$ cat config.mk
export PLATFORM = sky130hd
export DESIGN_NAME = pc_gen
export DESIGN_NICKNAME = d
export VERILOG_FILES = /design/src/rtl/pc_gen.sv
export SDC_FILE = /design/constraint.sdc
export NUM_CORES = 1
export LEC_CHECK = 0
export CAP_MARGIN = 20
export CORE_ASPECT_RATIO = 1.4
export CORE_MARGIN = 4
export CORE_UTILIZATION = 43
export DETAILED_ROUTE_END_ITERATION = 8
export PLACE_DENSITY = 0.93
export SLEW_MARGIN = 20
export SYNTH_ARGS = -nofsm -noshare
export SYNTH_HDL_FRONTEND = slang
export SYNTH_SLANG_ARGS = --single-unit
$ cat constraint.sdc
create_clock -name clk -period 2.8 [get_ports clk]
set_clock_uncertainty 0.2 [all_clocks]
set_input_delay 0.56 -clock clk [delete_from_list [all_inputs] [get_ports clk]]
set_output_delay 0.56 -clock clk [all_outputs]
set_load 0.05 [all_outputs]
$ cat src/rtl/pc_gen.sv
// pc_gen: fetch PC register with EX redirect, stall-time pending redirect, JAL and predictor paths.
// Define PC_GEN_STAT_EN to build the saturating branch/mispredict statistics counters.
module pc_gen #(
    parameter logic [31:0] BOOT_PC = 32'h0000_0000,
    parameter int          STAT_W  = 32
) (
    input  logic              clk,
    input  logic              rst,
    input  logic              StallF,
    input  logic              PC_SEL,
    input  logic [31:0]       PC_PRE,
    input  logic              prefail,
    input  logic              fill,
    input  logic [31:0]       BranchTarget,
    input  logic [31:0]       PCE,
    input  logic              JalrE,
    input  logic [31:0]       JalrTarget,
    input  logic              JalD,
    input  logic [31:0]       JalTarget,
    input  logic              BranchE,
    output logic [31:0]       PCF,
    output logic              PCF_valid,
    output logic              redirect,
    output logic [STAT_W-1:0] br_cnt,
    output logic [STAT_W-1:0] miss_cnt
);

    localparam logic [0:0] BOOT = 1'b0;
    localparam logic [0:0] RUN  = 1'b1;
    localparam logic [31:0] ALIGN_MASK = 32'hFFFF_FFFC;

    logic [0:0]  state;
    logic        pend_valid;
    logic [31:0] pend_addr;
    logic        ex_valid;
    logic [31:0] ex_addr;

    // The oldest mispredict (prefail) wins; its fall-through address is PCE+4, not a target.
    always_comb begin
        ex_valid = prefail | fill | JalrE;
        ex_addr  = JalrTarget & ALIGN_MASK;
        if (prefail) begin
            ex_addr = PCE + 32'd4;
        end else if (fill) begin
            ex_addr = BranchTarget & ALIGN_MASK;
        end
    end

    assign PCF_valid = (state == RUN);

    always_ff @(posedge clk) begin
        if (!rst) begin
            state      <= BOOT;
            PCF        <= BOOT_PC;
            redirect   <= 1'b0;
            pend_valid <= 1'b0;
            pend_addr  <= '0;
        end else if (state == BOOT) begin
            state    <= RUN;
            redirect <= 1'b0;
        end else begin
            redirect <= 1'b0;
            if (StallF) begin
                // Remember only the youngest EX redirect seen while fetch is frozen.
                if (ex_valid) begin
                    pend_valid <= 1'b1;
                    pend_addr  <= ex_addr;
                end
            end else if (ex_valid) begin
                PCF        <= ex_addr;
                redirect   <= 1'b1;
                pend_valid <= 1'b0;
            end else if (pend_valid) begin
                PCF        <= pend_addr;
                redirect   <= 1'b1;
                pend_valid <= 1'b0;
            end else if (JalD) begin
                PCF <= JalTarget & ALIGN_MASK;
            end else if (PC_SEL) begin
                PCF <= PC_PRE & ALIGN_MASK;
            end else begin
                PCF <= PCF + 32'd4;
            end
        end
    end

`ifdef PC_GEN_STAT_EN
    logic [STAT_W-1:0] br_q;
    logic [STAT_W-1:0] miss_q;
    localparam logic [STAT_W-1:0] STAT_ONE = {{(STAT_W-1){1'b0}}, 1'b1};

    // Counters stick at all-ones rather than wrapping so overflow is visible.
    always_ff @(posedge clk) begin
        if (!rst) begin
            br_q   <= '0;
            miss_q <= '0;
        end else begin
            if (BranchE && (br_q != '1)) begin
                br_q <= br_q + STAT_ONE;
            end
            if ((prefail || fill) && (miss_q != '1)) begin
                miss_q <= miss_q + STAT_ONE;
            end
        end
    end

    assign br_cnt   = br_q;
    assign miss_cnt = miss_q;
`else
    logic unused_branch;
    assign unused_branch = BranchE;
    assign br_cnt   = '0;
    assign miss_cnt = '0;
`endif

endmodule

### Yosys cells after proc, flatten, opt, wreduce, memory -nomap -nowiden

Cells that the tools add are included.

| word-level totals | value |
|---|---|
| register bits | 67 |
| bits in latches | 0 |
| RAM bits | 0 |
| memory bits (read-only) | 0 |
| bits of input ports | 169 |
| output and inout bits | 98 |
| logic and storage cells | 28 |
| memories | 0 |

| operators by class | value |
|---|---|
| add/subtract/negate cells | 2 |
| $mul | 0 |
| divide/modulo/power cells | 0 |
| order comparisons | 0 |
| equality and inequality tests | 1 |
| shift operators | 0 |
| muxes and demuxes | 11 |
| bitwise gates (word level) | 5 |
| reduce and logical (&&, ||, !) cells | 4 |

Operator list:

| operator | number |
|---|---|
| $mux W32 | 6 |
| $add A32 B3 Y32 const B | 2 |
| $mux W1 | 5 |
| $reduce_and A2 Y1 | 2 |
| $not A1 Y1 | 3 |
| $reduce_and A3 Y1 | 1 |
| $reduce_or A3 Y1 | 1 |
| $ne A2 B1 Y1 const B | 1 |
| $or A1 B1 Y1 | 2 |

### Depth between registers and ports, before layout

| depth | value |
|---|---|
| word-level depth | 5 |
| depth in mapped cells | 8 |
| mapped depth without buffers | 7 |

### Worst setup path after synthesis

No wires, ideal clock.

| timing | value |
|---|---|
| kind | reg2reg |
| from | reg PCF[2] |
| to | reg PCF[30] |
| library setup time | 0.059 ns |
| data arrival time | 2.555 ns |
| required time | 2.541 ns |
| setup slack | -0.013 ns |
| stages on the path, launching flop included | 8 |
| path buffers | 0 |
| clock period less this slack | 2.813 ns |
| cell sequence | dfxtp_1 -> ha_1 -> nand3_2 -> or4_4 -> or4_4 -> o21a_1 -> a211oi_2 -> a21o_1 |

| between the ends | value |
|---|---|
| longest elaborated chain between the ends | 5 |

RTL lines:

| what | line | text |
|---|---|---|
| start, declared | 21 | `output logic [31:0] PCF,` |
| start signal, assigned | 70 | `PCF <= ex_addr;` |
| start signal, assigned | 74 | `PCF <= pend_addr;` |
| start signal, assigned | 78 | `PCF <= JalTarget & ALIGN_MASK;` |
| $add A32 B3 Y32 | 82 | `PCF <= PCF + 32'd4;` |
| $mux W32 | 79 | `end else if (PC_SEL) begin` |
| $mux W32 | 77 | `end else if (JalD) begin` |
| $mux W32 | 73 | `end else if (pend_valid) begin` |
| $mux W32 | 69 | `end else if (ex_valid) begin` |

Every way passes these cells.
A chain may end at the register's enable or synchronous reset.

### Worst setup path in the final report

| timing | value |
|---|---|
| from | in PCE[2] |
| to | reg PCF[24] |

| between the ends | value |
|---|---|
| longest elaborated chain between the ends | 3 |

RTL lines:

| what | line | text |
|---|---|---|
| start, declared | 15 | `input logic [31:0] PCE,` |
| $add A32 B3 Y32 | 43 | `ex_addr = PCE + 32'd4;` |
| $mux W32 | 42 | `if (prefail) begin` |
| $mux W32 | 69 |  |

Every way passes these cells.

==> metrics.cfg <==
[die]
design.core.area_um2 = 13000
fp.dieW_um = 106
fp.dieArea_um2 = 15400
die_y_um = 145
io_pins = 267
placementRows = 49
initial_core_util_pct = 44.5

[synthesis]
synth_area_leaders = dfxtp_1, buf_4, o21ai_0
syn_inst = 779
synth_most_common_cell = nand2_1
ys_types = 67
synth_edf_count = 0
postSynth.asyncResetShare_pct = 0
seq_area_frac_synth_pct = 23.2
yosysTopAreaCell = dfxtp_1
yosys-top-cells-count = nand2_1, dfxtp_1, buf_4
synth_seq_cells = 67
syn_area_um2 = 5780
synth_area_per_cell_um2 = 7.42
synth_top_flop_cell = dfxtp_1
yosysWarnings = 0
synth.top_cell.area_share_pct = 23.2

[timing]
fin_crit_sh_pct = 93.5
worst_slew_pin_slew_ps = 874
final_hold_viol_count = 0
setup_violations = 0
fmax_mhz = 382
drv_slew = 0
hold_ws_ps = 257
fin_crit_ps = 2620
slew_headroom_pct = 41.6
setup_slack_ps = 181
rsz0062_at_grt = no

[power_and_ir_drop]
p_leak_nw = 3.32
powerDensity_nw_per_um2 = 385
ir_drop_mv = 0.237
design_power_total_mw = 3.25

[clock_tree]
hold_buffers = 0
numCtsBuffers = 9
post_cts_buffers = 0
tritoncts = built
path_clk_slew_ps = 60
cts_sinks = 67
clkLatencyLatePin_ps = 340
cts.htree.levels = 3
clockBufferDepth = 2
cts_root_buffer = clkbuf_16
ctsResizeCount = 0

[routing]
dr.pass1.iters = 6
drt_iter0_markers = 995
vias = 7079
ant_nets = 0
post_drt_via_cell_ratio = 5.87
drc = 0
routedWlPerCell_um = 18.5
wl_um = 22300

[cells_and_area]
fin_nets = 1194
regArea_um2 = 1340
diodes = 0
nFillCells = 1062
stdcell_count = 1205
drive_gt1_share_pct = 13.9
multi_input_area_um2 = 3950
areaGrowthSynthToFinish_pct = 46.0

[worst_setup_path]
r2r-start = PCF[14]
crit_start = PCE[2]
crit_cells = 9
critPathLaunchType = primary input
r2r_slack_ps = 300
cp_top_family = simple AND/OR/NAND/NOR gates
r2r-end = PCF[31]
cpPeakStageDelay_ps = 490
critPathKind = primary input to flop
arrival_ps = 2680
rr_worst_depth = 6
cp_cell_sequence = clkdlybuf4s50_1 -> ha_1 -> and2_4 -> nand4_1 -> buf_4 -> or4_1 -> nand3_1 -> o211ai_1 -> o21ai_0
crit_path_top_delay_cell = clkdlybuf4s50_1
crit_fanout = 4
endpoint = PCF[24]
cp.buffers_inverters = 2
crit_path_end_kind = flop
crit_required_ps = 2860

[global_route]
grt_pass1_wl_um = 34700
antenna_found_initial = 0
grt-ovfl-total = 0
grt.total_usage_pct = 27.7
grt_max_degree = 38
grt_pass1_vias = 6771

[hold_path]
hold_path_class = flop to flop

[flow_run]
maxCapViolCount = 0

[run_status]
status = finished, final reports clean

[placement]
dp_cells = 1190
hpwl_um = 17500
place.gp.congestion = 0.897
port_buffers = 193
dpl_worst_slack_ps = -164

state kept, by name, indices dropped and copies added, names as in the netlist:
signal / flops
PCF: 32
PCF_valid: 1
pend_addr: 32
pend_valid: 1
redirect: 1
where the power goes:
part | leakage, nW | switching, mW | internal [mW]
sequential | 0.550 | 0.0647 | 1.01
combinational | 2.64 | 0.676 | 0.470
clock | 0.132 | 0.410 | 0.614
total | 3.32 | 1.15 | 2.10
area by class of cell:
cell class                 instances  area share, %
multi-input combinational        648           46.8
timing repair buffer             286           31.0
sequential                        67           15.9
clock buffer                      12           2.92
tap                              178           2.64
inverter                          11          0.489
clock inverter                     3          0.178
logic make-up after synthesis:
| family | after synthesis | share of synthesized area, % |
|---|---|---|
| compound gates | 244 | 28.0 |
| xor+xnor | 39 | 5.91 |
| fa+ha+maj | 2 | 0.433 |
| buf+inv | 127 | 12.6 |
| flops | 67 | 23.2 |
| mux | 30 | 5.39 |
| other cells | 1 | 0.0649 |
| simple gates | 269 | 24.4 |
cell usage in the layout, fill, tap and decap left out, types with 4 or more instances in the layout:
cell type / instances
a211o_1: 5
a211oi_1: 17
a21boi_0: 8
a21o_1: 7
a21oi_1: 50
a221o_1: 4
a221oi_1: 11
a22o_1: 9
a31o_2: 4
a31oi_1: 11
and2_1: 12
and3_1: 8
and4_1: 7
buf_4: 93
clkbuf_16: 9
clkdlybuf4s50_1: 191
conb_1: 64
dfxtp_1: 65
inv_1: 10
mux2_2: 9
mux2i_1: 21
nand2_1: 72
nand2b_1: 8
nand3_1: 47
nand4_1: 18
nor2_1: 42
nor2b_1: 13
nor3_1: 8
nor4_1: 6
o211ai_1: 10
o21ai_0: 62
o221ai_1: 7
o22ai_1: 4
o31ai_1: 10
or2_2: 4
or3_1: 4
xnor2_1: 25
xor2_1: 14
worst min path at each step:
stage                             start       endpoint  slack [ps]  depth (start not counted)
after global placement    pend_addr[24]  pend_addr[24]         240                          2
final                     pend_addr[24]  pend_addr[24]         260                          2
after detailed placement  pend_addr[22]  pend_addr[22]         250                          2
after CTS                 pend_addr[24]  pend_addr[24]         250                          2
after global routing      pend_addr[24]  pend_addr[24]         270                          2
after floorplan           pend_addr[24]  pend_addr[24]         230                          2
worst reg2reg max path, stage by stage (launching register included):
cell and delay (ps):
dfxtp_1 450, nand4_1 210, or4_4 580, nor4_1 380, xnor2_1 160, o21ai_0 110
a32o_1 290
through the flow:
| step | util, % | instance area, um2 | TNS [ps] |
|---|---|---|---|
| after detailed placement | 62.9 | 8180 | -1150 |
| after global routing | 64.9 | 8440 | 0 |
| after floorplan | - | 6020 | 0 |
| after global placement | 62.9 | 8180 | -343 |
| final | 64.9 | 8440 | 0 |
| after CTS | 64.9 | 8440 | 0 |
metal layers:
| layer | routed length [um] | GRT usage [%] | part of all wire [%] |
|---|---|---|---|
| met1 | 8190 | 32.9 | 37 |
| met2 | 10800 | 48.4 | 48 |
| met3 | 2380 | 5.07 | 11 |
| met4 | 922 | 11.7 | 4.1 |
| met5 | 0 | 0 | 0 |
Note: power is estimated with default switching activity, not from simulation.
